### src/rtl/ram8.sv
// ram8: eight-word register file with a 1-to-8 load decode and a sequenced
// clear sweep (one word per cycle, busy flag while sweeping).
// Optional build macro: RAM8_BYPASS_EN (write-through of `in` to `out` on an
// accepted load cycle).

// One storage word: loads d on the rising edge when we is high.
module ram8_word #(
    parameter int WIDTH = 16
) (
    input  logic             clk,
    input  logic             rst_n,
    input  logic             we,
    input  logic [WIDTH-1:0] d,
    output logic [WIDTH-1:0] q
);

    // Word register, cleared asynchronously, otherwise written on we.
    always_ff @(posedge clk or negedge rst_n) begin
        if (!rst_n)  q <= '0;
        else if (we) q <= d;
    end

endmodule

module ram8 #(
    parameter int WIDTH = 16
) (
    input  logic             clk,
    input  logic             rst_n,
    input  logic [WIDTH-1:0] in,
    input  logic [2:0]       address,
    input  logic             load,
    input  logic             clr,
    output logic [WIDTH-1:0] out,
    output logic             busy
);

    localparam int WORDS = 8;

    typedef enum logic {IDLE, CLEAR} state_t;

    // One write request shared by all words: per-word enables plus the data.
    typedef struct packed {
        logic [WORDS-1:0] en;
        logic [WIDTH-1:0] data;
    } wr_req_t;

    state_t                      state;
    logic [2:0]                  ptr;
    logic [WORDS-1:0]            addr_onehot;
    logic [WORDS-1:0]            load_line;
    logic [WORDS-1:0]            clear_line;
    wr_req_t                     wr_req;
    logic [WORDS-1:0][WIDTH-1:0] mem;
    logic [WIDTH-1:0]            rd_data;

    // Load demux: a user write is only accepted in IDLE and loses to clr.
    always_comb begin
        addr_onehot = '0;
        addr_onehot[address] = 1'b1;
        load_line = '0;
        if (load && (state == IDLE) && !clr)
            load_line = addr_onehot;
    end

    // Sweep decode: exactly the word under the pointer is zeroed while in CLEAR.
    always_comb begin
        clear_line = '0;
        if (state == CLEAR)
            clear_line[ptr] = 1'b1;
    end

    // Merge user writes and sweep writes; they are mutually exclusive by state.
    always_comb begin
        wr_req.en   = load_line | clear_line;
        wr_req.data = (state == CLEAR) ? '0 : in;
    end

    genvar gi;
    generate
        for (gi = 0; gi < WORDS; gi++) begin : g_word
            ram8_word #(.WIDTH(WIDTH)) u_word (
                .clk   (clk),
                .rst_n (rst_n),
                .we    (wr_req.en[gi]),
                .d     (wr_req.data),
                .q     (mem[gi])
            );
        end
    endgenerate

    // Clear-sweep FSM; busy is registered alongside the state so it mirrors CLEAR.
    always_ff @(posedge clk or negedge rst_n) begin
        if (!rst_n) begin
            state <= IDLE;
            ptr   <= '0;
            busy  <= 1'b0;
        end else begin
            case (state)
                IDLE: begin
                    if (clr) begin
                        state <= CLEAR;
                        ptr   <= '0;
                        busy  <= 1'b1;
                    end
                end
                CLEAR: begin
                    // The edge that zeroes word 7 ends the sweep; ptr wraps to 0.
                    ptr <= ptr + 3'd1;
                    if (ptr == 3'd7) begin
                        state <= IDLE;
                        busy  <= 1'b0;
                    end
                end
                default: begin
                    state <= IDLE;
                    ptr   <= '0;
                    busy  <= 1'b0;
                end
            endcase
        end
    end

    // Combinational read, no latency.
    always_comb begin
        rd_data = mem[address];
    end

`ifdef RAM8_BYPASS_EN
    // Write-through: an accepted load shows its data in the same cycle.
    // load_line is already zero during CLEAR, so the sweep never bypasses.
    always_comb begin
        out = load_line[address] ? in : rd_data;
    end
`else
    // Plain read: a write becomes visible only after the clock edge.
    always_comb begin
        out = rd_data;
    end
`endif

endmodule

### config.mk
export PLATFORM = sky130hd
export DESIGN_NAME = ram8
export DESIGN_NICKNAME = d
export VERILOG_FILES = /design/src/rtl/ram8.sv
export SDC_FILE = /design/constraint.sdc
export NUM_CORES = 1
export LEC_CHECK = 0
export BUFFER_PORTS_ARGS = -buffer_cell sky130_fd_sc_hd__buf_4
export CORE_MARGIN = 2
export CORE_UTILIZATION = 60
export DETAILED_ROUTE_END_ITERATION = 8
export PLACE_DENSITY = 0.83
export SLEW_MARGIN = 20
export SYNTH_ARGS = -nofsm -noshare
export SYNTH_HDL_FRONTEND = slang
export SYNTH_HIERARCHICAL = 1
export SYNTH_SLANG_ARGS = --single-unit
### constraint.sdc
create_clock -name clk -period 3.3 [get_ports clk]
set_input_delay 0.99 -clock clk [delete_from_list [all_inputs] [get_ports clk]]
set_output_delay 0.99 -clock clk [all_outputs]
set_load 0.01 [all_outputs]
* Word level (Yosys, flattened, before mapping) *
Index checks and enable logic that the tools add are counted.

storage, ports and cells
  register bits after elaboration = 133
  bits of input ports = 23
  output and inout bits = 17
  word-level logic and storage cells = 44

operators by class
  $add $sub $neg = 1
  order comparisons = 4
  equal/unequal tests = 3
  multiplexer cells = 17
  bitwise operators = 2
  reduce and logical (&&, ||, !) cells = 6

operators by type and width
  operator             count
  $bmux 16 s3          1
  $mux 16              2
  $mux 8               2
  $lt 3x4->1 const B   2
  $or 8x8->8           1
  $demux 1 s3          2
  $ge 3x1->1 const B   2
  $mux 1               6
  $pmux 3 s2           1
  $logic_and 1x1->1    4
  $pmux 1 s2           2
  $add 3x1->3 const B  1
  $eq 3x3->1 const B   1
  $mux 3               1
  $ne 2x1->1 const B   1
  $ne 2x2->1 const B   1
  $reduce_and 2->1     1
  $logic_not 1->1      1
  $not 1->1            1

* Logic depth before layout (Yosys ltp) *
Gate-level depths: netlist of run 1.

  depth in word-level cells = 6
  gate-level depth with buffers = 7
  depth with buffers taken out = 3

* By module *
Netlist of run 1, hierarchy kept.

by module, submodules not included
  module     instances  cells an instance  area each (µm²)  sequential area each (µm²)
  ram8_word  8          34                 649.4            400.4
  ram8       1          111                1,502.7          125.1

* Worst setup path before layout of run 1 *
No wires, ideal clock.

  path type = input to output
  from = input address[1]
  to = output out[12]
  arrival time = 2.097 ns
  slack = 0.213 ns
  stages = 4
  path buffers = 2
  cells stage by stage = buf_2 clkbuf_1 mux4_2 mux2_2

on the way
  word-level cells in the longest chain between the ends = 2

ends and longest elaborated chain
  element                        RTL line  source
  from (decl)                    31        input logic [2:0] address,
  $bmux 16 s3                    126       rd_data = mem[address];
  $mux 16 (not written as such)  126
  to (decl)                      34        output logic [WIDTH-1:0] out,

Every way passes these cells. The select of a mux whose other input is x is not followed.

* Final worst setup path of run 1 *
  from = input address[0]
  to = output out[14]

The elaborated chain is that of the path after synthesis.

==> flow_summary.ini, run 1 <==
[run_status]
status = completed

[critical_path]
path_depth = 4
cp_top_family = multiplexers
end_kind = output port
rrSetupSlack_ns = 0.93
r2r-end = g_word[0].u_word/q[2]
r2r-start = state
max_stage_delay_ns = 0.60
arrival_ns = 2.26
startpoint_type = input pin
startpoint = address[0]
cp_num_buf_inv = 2
cp_cell_sequence = buf_16, mux4_1, mux2_2, buf_4
path_class = in -> out
cp_max_fo = 34
reg2reg_depth = 4
required_ns = 2.31
cp_slowest_cell = mux4_1

[global_routing]
grt_pass1_wl_um = 21600
grt_use_total_pct = 24.8
grt-ovfl-total = 0
antenna_found_initial = 0
grt_pass1_vias = 3931
grt_max_degree = 52

[timing]
rsz0062_at_grt = no
fmax_ghz = 0.308
finalSetupViolations = 0
tightest_slew_ns = 0.686
report.final.slew_viol_count = 0
slew_headroom_pct = 54.2
min_period_over_period_pct = 98.4
fin_skew_ns = 0.00441
setup_tns_ns = 0
min_period_ns = 3.25
hold_viol_final = 0

[detailed_routing]
first_pass_iters = 4
wl_per_cell_um = 22.8
vias = 3555
drtIter0Drc = 252
wl_um = 13300
viasPerCell = 6.08
ant_nets = 0
drc = 0

[synthesis]
synthDistinctLibCells = 23
ys_seq_elements = 133
synth_area_sq_um = 6700
syn_avg_cell_area_sq_um = 17.5
syn-num-nets = 409
ys_seq_area_share_pct = 49.7
syn_inst = 383
synth_warnings = 6

[power_and_ir_drop]
total_power_mw = 6.28
p_leak_nw = 3.75
powerDensity_nw_per_um2 = 820
peakVddDrop_v = 0.000533

[clock_network]
cts_sinks = 133
cts-root-buf = clkbuf_8
cts_hold_buf = 0
clk_path_buf_depth = 2
path_clk_slew_ns = 0.06
cts_tree = built
post-cts-setup-buffer-count = 0
clk_latency_ns = 0.52
cts_made_buffers = 17
htreeDepth = 4

[floorplanning]
initial_core_util_pct = 61.5
dieWidth_um = 110
num_rows = 38
die_area_sq_um = 12000
die_height_um = 110
io_pins = 40
fp.coreArea_sq_um = 10900

[place]
gp_congestion = 0.785
io_buffers = 39
dp_hpwl_um = 8160

[layout]
area_growth_pct = 14.4
seqCellArea_sq_um = 3330
multi_input_area_sq_um = 3110
fill_cells = 682
final_nets = 460
diodes = 0
final_util_pct = 70.4
drive_gt1_share_pct = 56.2

[job]
maxCapViolCount = 0

[worst_hold_path]
hp-class = in -> async
[state kept, by name, summed over array words and instances (netlist names)]
| name | flops |
|---|---|
| ptr | 3 |
| g_word.u_word/q | 128 |
| busy | 1 |
| state | 1 |
[logic make-up (layout without fill, tap and decap cells)]
logic type | Yosys count | after routing | synth area share, %
buffers and inverters | 29 | 91 | 4.93
flip-flops | 133 | 133 | 49.7
AND/OR/NAND/NOR | 29 | 29 | 2.65
AO/OA/AOI/OAI | 12 | 12 | 1.25
multiplexers | 177 | 177 | 40.9
adder cells (fa/ha/maj) | 3 | 3 | 0.560
[how the worst max path moves through the flow]
stage / end / slack, ns
3_5_place_dp: out[14] / -0.27
4_1_cts: out[7] / 0.02
3_3_place_gp: out[3] / -0.25
2_1_floorplan: out[12] / 0.21
6_report: out[14] / 0.05
5_1_grt: out[14] / 0.0009
[cells in the final DEF, fill, tap and decap left out, types with 2 or more instances in the layout]
cell type / n
dfrtp_1: 133
mux2_4: 80
mux2_2: 65
buf_4: 57
mux4_1: 23
nor2b_1: 16
clkbuf_16: 16
mux4_2: 9
clkbuf_8: 9
o22ai_2: 6
nand2b_1: 5
nand2_1: 3
ha_1: 3
clkbuf_1: 3
o32ai_4: 2
nor2_1: 2
a22o_1: 2
buf_12: 2
[layer usage]
metal | global-route usage (%) | share of wire, % | up-vias
met5 | 0 | 0 | -
met4 | 7.05 | 0.85 | 0
met3 | 5.57 | 3.1 | 14
met2 | 40.7 | 52 | 71
met1 | 33.4 | 44 | 1922
li1 | - | - | 1548
[stage by stage]
stage	cells	hold slack (ns)	cell area (sq um)	setup slack, ns
floorplan	383	0.472	6700	0.213
global placement	555	0.481	7100	-0.247
detailed placement	555	0.487	7100	-0.271
CTS	585	0.394	7660	0.0218
global route	585	0.408	7660	0.000872
finish	585	0.392	7660	0.0542
[worst register-to-register path, cell delays in order, from the launching register on]
cell and delay (ns):
dfrtp_1 0.60, or4b_1 0.78, o32ai_4 0.18, buf_4 0.32, mux2_2 0.37
[cell type report]
| class | count | share of cell area [%] |
|---|---|---|
| Clock buffer | 28 | 6.99 |
| Sequential cell | 133 | 43.4 |
| Timing Repair Buffer | 60 | 6.46 |
| Tap cell | 140 | 2.29 |
| Multi-Input combinational cell | 221 | 40.6 |
| Inverter | 1 | 0.0490 |
| Clock inverter | 2 | 0.163 |
[power breakdown]
group	internal, mW	switching (mW)	total [mW]	leakage [nW]
registers	2.08	0.299	2.38	1.81
logic	1.25	0.919	2.17	1.67
clock network	1.08	0.659	1.73	0.269
[synth_stat cells]
cell	number	area [sq um]
mux2_4	80	1200
mux4_2	9	203
or2_2	1	6.26
or4b_1	1	10.0
o22ai_1	7	43.8
nor2b_1	16	100
a21oi_1	1	5.00
clkbuf_1	6	22.5
buf_6	12	135
nor2_1	2	7.51
ha_1	3	37.5
buf_12	8	160
inv_1	1	3.75
a22o_1	2	17.5
buf_2	1	5.00
nand4bb_1	1	11.3
mux4_1	23	604
mux2_2	65	732
dfrtp_1	133	3330
buf_1	1	3.75
nand2b_1	5	31.3
nand2_1	3	11.3
o32ai_1	2	17.5
[what timing repair did]
| action | 4_1_cts | 5_1_grt |
|---|---|---|
| resized for setup | 3 | 1 |
| endpoints found under the hold margin | 0 | 0 |
| setup endpoints to repair | 16 | 2 |
| pin swaps | 0 | 0 |
(Power assumes the default switching activity.)
==> inputs of run 2 (changes only) <==
--- a/config.mk
+++ b/config.mk
@@ -7,11 +7,10 @@
 export LEC_CHECK = 0
 export BUFFER_PORTS_ARGS = -buffer_cell sky130_fd_sc_hd__buf_4
 export CORE_MARGIN = 2
-export CORE_UTILIZATION = 60
+export CORE_UTILIZATION = 58
 export DETAILED_ROUTE_END_ITERATION = 8
-export PLACE_DENSITY = 0.83
+export PLACE_DENSITY = 0.81
 export SLEW_MARGIN = 20
 export SYNTH_ARGS = -nofsm -noshare
 export SYNTH_HDL_FRONTEND = slang
-export SYNTH_HIERARCHICAL = 1
 export SYNTH_SLANG_ARGS = --single-unit
==> flow_summary.ini, run 2 <==
[run_status]
status = completed

[timing]
tightest_slew_ns = 0.849
fmax_ghz = 0.307
min_period_ns = 3.26
fin_skew_ns = 0.00759
setup_tns_ns = 0
slew_headroom_pct = 43.4
min_period_over_period_pct = 98.9
fin_hold_ws_ns = 0.524
report.final.slew_viol_count = 0
finalSetupViolations = 0
hold_viol_final = 0
rsz0062_at_grt = no

[synthesis]
synth_top_area_share_pct = 49.4
synth_warnings = 0
syn-num-nets = 572
netlist_top_cells_area = dfrtp_1, mux2i_1, mux4_2
ys_seq_elements = 133
syn_inst = 546
synth_area_sq_um = 6740
synth_top_cell_by_area = dfrtp_1
synth_edf_count = 0
yosys-top-cells-count = dfrtp_1, mux2i_1, nand2_1
synth_ff_type = dfrtp_1
async_flop_share_pct = 100
syn_avg_cell_area_sq_um = 12.4
synth_most_common_cell = dfrtp_1
synthDistinctLibCells = 36
ys_seq_area_share_pct = 49.4

[floorplanning]
dieWidth_um = 112
die_area_sq_um = 12500
io_pins = 40
die_height_um = 112
initial_core_util_pct = 59.3
num_rows = 39
fp.coreArea_sq_um = 11400

[critical_path]
cp_max_fo = 19
max_stage_delay_ns = 0.52
path_depth = 5
cp_num_buf_inv = 3
cp_common_cell = buf_4
startpoint_type = input pin
cp_top_family = multiplexers
required_ns = 2.31
cp_slowest_cell = mux4_2
path_class = in -> out
cp_cell_sequence = buf_4, buf_12, mux4_2, mux2_2, buf_4
arrival_ns = 2.27
end_kind = output port
reg2reg_depth = 4

[clock_network]
clk_path_buf_depth = 2
htreeDepth = 4
cts_sinks = 133
cts-root-buf = clkbuf_16
cts_tree = built
path_clk_slew_ns = 0.05
clk_latency_ns = 0.42
cts_made_buffers = 17

[layout]
diodes = 0
finalNonFillerCells = 721
area_growth_pct = 13.6
final_nets = 592
final_util_pct = 67.4
fill_cells = 809
layout_common_cells = dfrtp_1, mux2i_1, nand2_1, buf_4, mux4_2
reg_top3 = g_word.u_word.q: 128 flops, ptr: 3 flops
largest_reg_flops = 128
top_register = g_word.u_word.q
final_common_cell = dfrtp_1
drive_gt1_share_pct = 25.3

[place]
dp_hpwl_um = 10300
io_buffers = 39
dp_cells = 689
gp_congestion = 0.785

[detailed_routing]
wl_met3_um = 1200
first_pass_iters = 4
drt-met1-wl_um = 6490
viasPerCell = 6.16
vias = 4442
wl_met2_um = 8520
maxUsedRoutingLayer = met4
wl_um = 16500
drc = 0
wl_per_cell_um = 22.9
drtIter0Drc = 336
ant_nets = 0

[job]
maxCapViolCount = 0

[power_and_ir_drop]
powerDensity_nw_per_um2 = 682
peakVddDrop_v = 0.000543
total_power_mw = 5.22
p_leak_nw = 4.06

[worst_hold_path]
hp-class = reg -> reg
holdPathStages = 2

[global_routing]
antenna_found_initial = 0
grt-ovfl-total = 0
grt_pass1_vias = 4942
grt_use_total_pct = 28.1
grt_max_degree = 45
grt_pass1_wl_um = 26400
-- run 2: changes by cell type after synthesis, moves of 15 or more --
| cell | change |
|---|---|
| mux4_1 | -23 |
| mux2_2 | -48 |
| nor2b_1 | -15 |
| mux4_2 | +21 |
| nand2_1 | +125 |
| mux2_4 | -80 |
| mux2i_1 | +129 |
-- run 2: final cells by class --
type                       instances  area (sq um)  area share (%)
multi-input combinational        358          3110            40.6
clock buffer                      23           488            6.37
tap                              143           179            2.34
inverter                           1          3.75          0.0490
sequential                       133          3330            43.4
timing repair buffer              55           475            6.21
clock inverter                     8          75.1           0.980
-- run 2: cell families after synthesis --
kind of cell | synth area share [%]
AOI/OAI and AO/OA | 0.928
adders and majority gates | 0.557
buffers and inverters | 4.58
DFF | 49.4
muxes | 32.0
and+or+nand+nor | 12.6
-- run 2: final timing paths --
check	from	to	slack, ns
min in group asynchronous	rst_n	g_word[5].u_word.q[10]	0.56
min	g_word[6].u_word.q[11]	g_word[6].u_word.q[11]	0.52
max reg2reg	state	g_word[7].u_word.q[4]	1.06
max in group asynchronous	rst_n	g_word[0].u_word.q[3]	2.05
max	address[0]	out[6]	0.04
min reg2reg	g_word[6].u_word.q[11]	g_word[6].u_word.q[11]	0.52
-- run 2: what timing repair did --
item	in CTS	in global routing
hold buffers	0	0
setup endpoints to repair	0	4
setup buffers	0	1
resized for setup	0	1
-- run 2: power breakdown --
| part | switching, mW | internal [mW] |
|---|---|---|
| combinational | 0.743 | 0.520 |
| clock | 0.687 | 1.11 |
| sequential | 0.248 | 1.92 |
-- run 2: metrics by stage --
step	cell area, sq um	setup slack (ns)
CTS	7650	0.0223
global route	7660	0.000112
detailed placement	7090	0.0343
finish	7660	0.0374
floorplan	6740	0.147
global placement	7090	0.0414
-- run 2: worst reg2reg max path: stages (launching register included) --
cell     delay, ns
dfrtp_1       0.89
nand4_1       0.62
buf_4         0.39
nand2_1       0.11
mux2i_1       0.09
-- run 2: per-layer routing --
| layer | GRT usage (%) | up-vias |
|---|---|---|
| met5 | 0 | - |
| met4 | 9.38 | 0 |
| met3 | 7.13 | 28 |
| met2 | 47.3 | 176 |
| met1 | 35.9 | 2299 |
| li1 | - | 1939 |
==> inputs of run 3 (changes only) <==
--- a/config.mk
+++ b/config.mk
@@ -8,8 +8,10 @@
 export BUFFER_PORTS_ARGS = -buffer_cell sky130_fd_sc_hd__buf_4
 export CORE_MARGIN = 2
 export CORE_UTILIZATION = 58
+export CTS_BUF_LIST = sky130_fd_sc_hd__clkbuf_16
 export DETAILED_ROUTE_END_ITERATION = 8
 export PLACE_DENSITY = 0.81
+export SETUP_SLACK_MARGIN = 0.3
 export SLEW_MARGIN = 20
 export SYNTH_ARGS = -nofsm -noshare
 export SYNTH_HDL_FRONTEND = slang
==> constraint.sdc (replaced) <==
create_clock -name clk -period 3.4 [get_ports clk]
set_input_delay 1.02 -clock clk [delete_from_list [all_inputs] [get_ports clk]]
set_output_delay 1.02 -clock clk [all_outputs]
set_load 0.01 [all_outputs]
==> flow_summary.ini, run 3 (synthesis gave the netlist of run 2 again) <==
[run_status]
status = completed

[detailed_routing]
drtIter0Drc = 358
drc = 0
wl_per_cell_um = 23.7
vias = 4563
first_pass_iters = 4
ant_nets = 0
viasPerCell = 6.31
maxUsedRoutingLayer = met4
wl_met2_um = 8750
wl_um = 17100
wl_met3_um = 1330
drt-met1-wl_um = 6640

[clock_network]
clk_path_buf_depth = 2
cts-root-buf = clkbuf_16
htreeDepth = 4
cts_sinks = 133
clk_latency_ns = 0.42
cts_tree = built
cts_made_buffers = 17
path_clk_slew_ns = 0.06

[critical_path]
startpoint_type = input pin
end_kind = output port
required_ns = 2.38
cp_max_fo = 10
path_class = in -> out
arrival_ns = 2.27

[place]
dp_hpwl_um = 9940
gp_congestion = 0.806
io_buffers = 39

[floorplanning]
dieWidth_um = 112
fp.coreArea_sq_um = 11400
die_height_um = 112
initial_core_util_pct = 59.3
die_area_sq_um = 12500
num_rows = 39
io_pins = 40

[layout]
final_nets = 593
final_util_pct = 69.4
diodes = 0
fill_cells = 796
drive_gt1_share_pct = 25.7
seqCellArea_sq_um = 3330
reg_top3 = g_word.u_word.q: 128 flops, ptr: 3 flops
largest_reg_flops = 128
layout_common_cells = dfrtp_1, mux2i_1, nand2_1, buf_4, mux4_2
final_common_cell = dfrtp_1
top_register = g_word.u_word.q
area_growth_pct = 17.0
multi_input_area_sq_um = 3140

[timing]
min_period_over_period_pct = 96.7
rsz0062_at_grt = yes
slew_headroom_pct = 35.4
fmax_ghz = 0.304
fin_skew_ns = 0.00455
setup_tns_ns = 0
fin_hold_ws_ns = 0.525
finalSetupViolations = 0
min_period_ns = 3.29
tightest_slew_ns = 0.966
hold_viol_final = 0
report.final.slew_viol_count = 0

[global_routing]
antenna_found_initial = 0
grt-ovfl-total = 0
grt_max_degree = 68
grt_pass1_wl_um = 27200
grt_use_total_pct = 29.1
grt_pass1_vias = 4984

[power_and_ir_drop]
powerDensity_nw_per_um2 = 689
p_leak_nw = 4.16
peakVddDrop_v = 0.000651

[worst_hold_path]
hp-class = reg -> reg

[job]
maxCapViolCount = 0
==> run 3: final timing paths <==
check,start,to,slack (ns),cells past startpoint
max,address[0],out[8],0.11,5
min,g_word[1].u_word.q[11],g_word[1].u_word.q[11],0.52,2
max reg2reg,state,g_word[7].u_word.q[14],1.19,4
min reg2reg,g_word[1].u_word.q[11],g_word[1].u_word.q[11],0.52,2
max in group asynchronous,rst_n,g_word[6].u_word.q[5],2.04,2
min in group asynchronous,rst_n,g_word[0].u_word.q[10],0.55,1
==> run 3: cell type report <==
class / count / share of cell area, %
sequential: 133 / 42.2
tap: 143 / 2.27
clock inverter: 15 / 3.00
clock buffer: 17 / 5.39
multi-input combinational: 358 / 39.9
timing repair buffer: 56 / 7.25
inverter: 1 / 0.0476
==> run 3: timing repair <==
action,4_1_cts,5_1_grt
setup buffers,2,1
hold endpoints to repair,0,0
endpoints found under the setup margin,16,16
cloned,1,1
hold buffers,0,0
resized for setup,15,12
==> run 3: power by group <==
group	leakage, nW	internal [mW]	total [mW]	switching (mW)
Clock	0.312	1.37	2.07	0.701
Combinational	2.02	0.531	1.31	0.776
Sequential	1.83	1.86	2.06	0.203
==> run 3: layer usage <==
metal	global-route usage (%)	vias up
met4	9.63	0
met1	37.1	2373
li1	-	1939
met5	0	-
met2	48.9	206
met3	7.40	45
==> run 3: per-stage QoR <==
step	power (mW)	setup slack [ns]	instance area (sq um)	cells
2_1_floorplan	2.95	0.316	6780	546
3_3_place_gp	3.23	0.0165	7050	686
3_5_place_dp	3.31	0.0134	7050	686
4_1_cts	5.41	0.126	7810	721
5_1_grt	5.64	0.0971	7890	723
6_report	5.44	0.114	7890	723
==> run 3: worst max-delay path: stages <==
cell    delay [ns]
buf_16        0.13
buf_12        0.16
mux4_2        0.53
mux2_2        0.28
buf_4         0.14
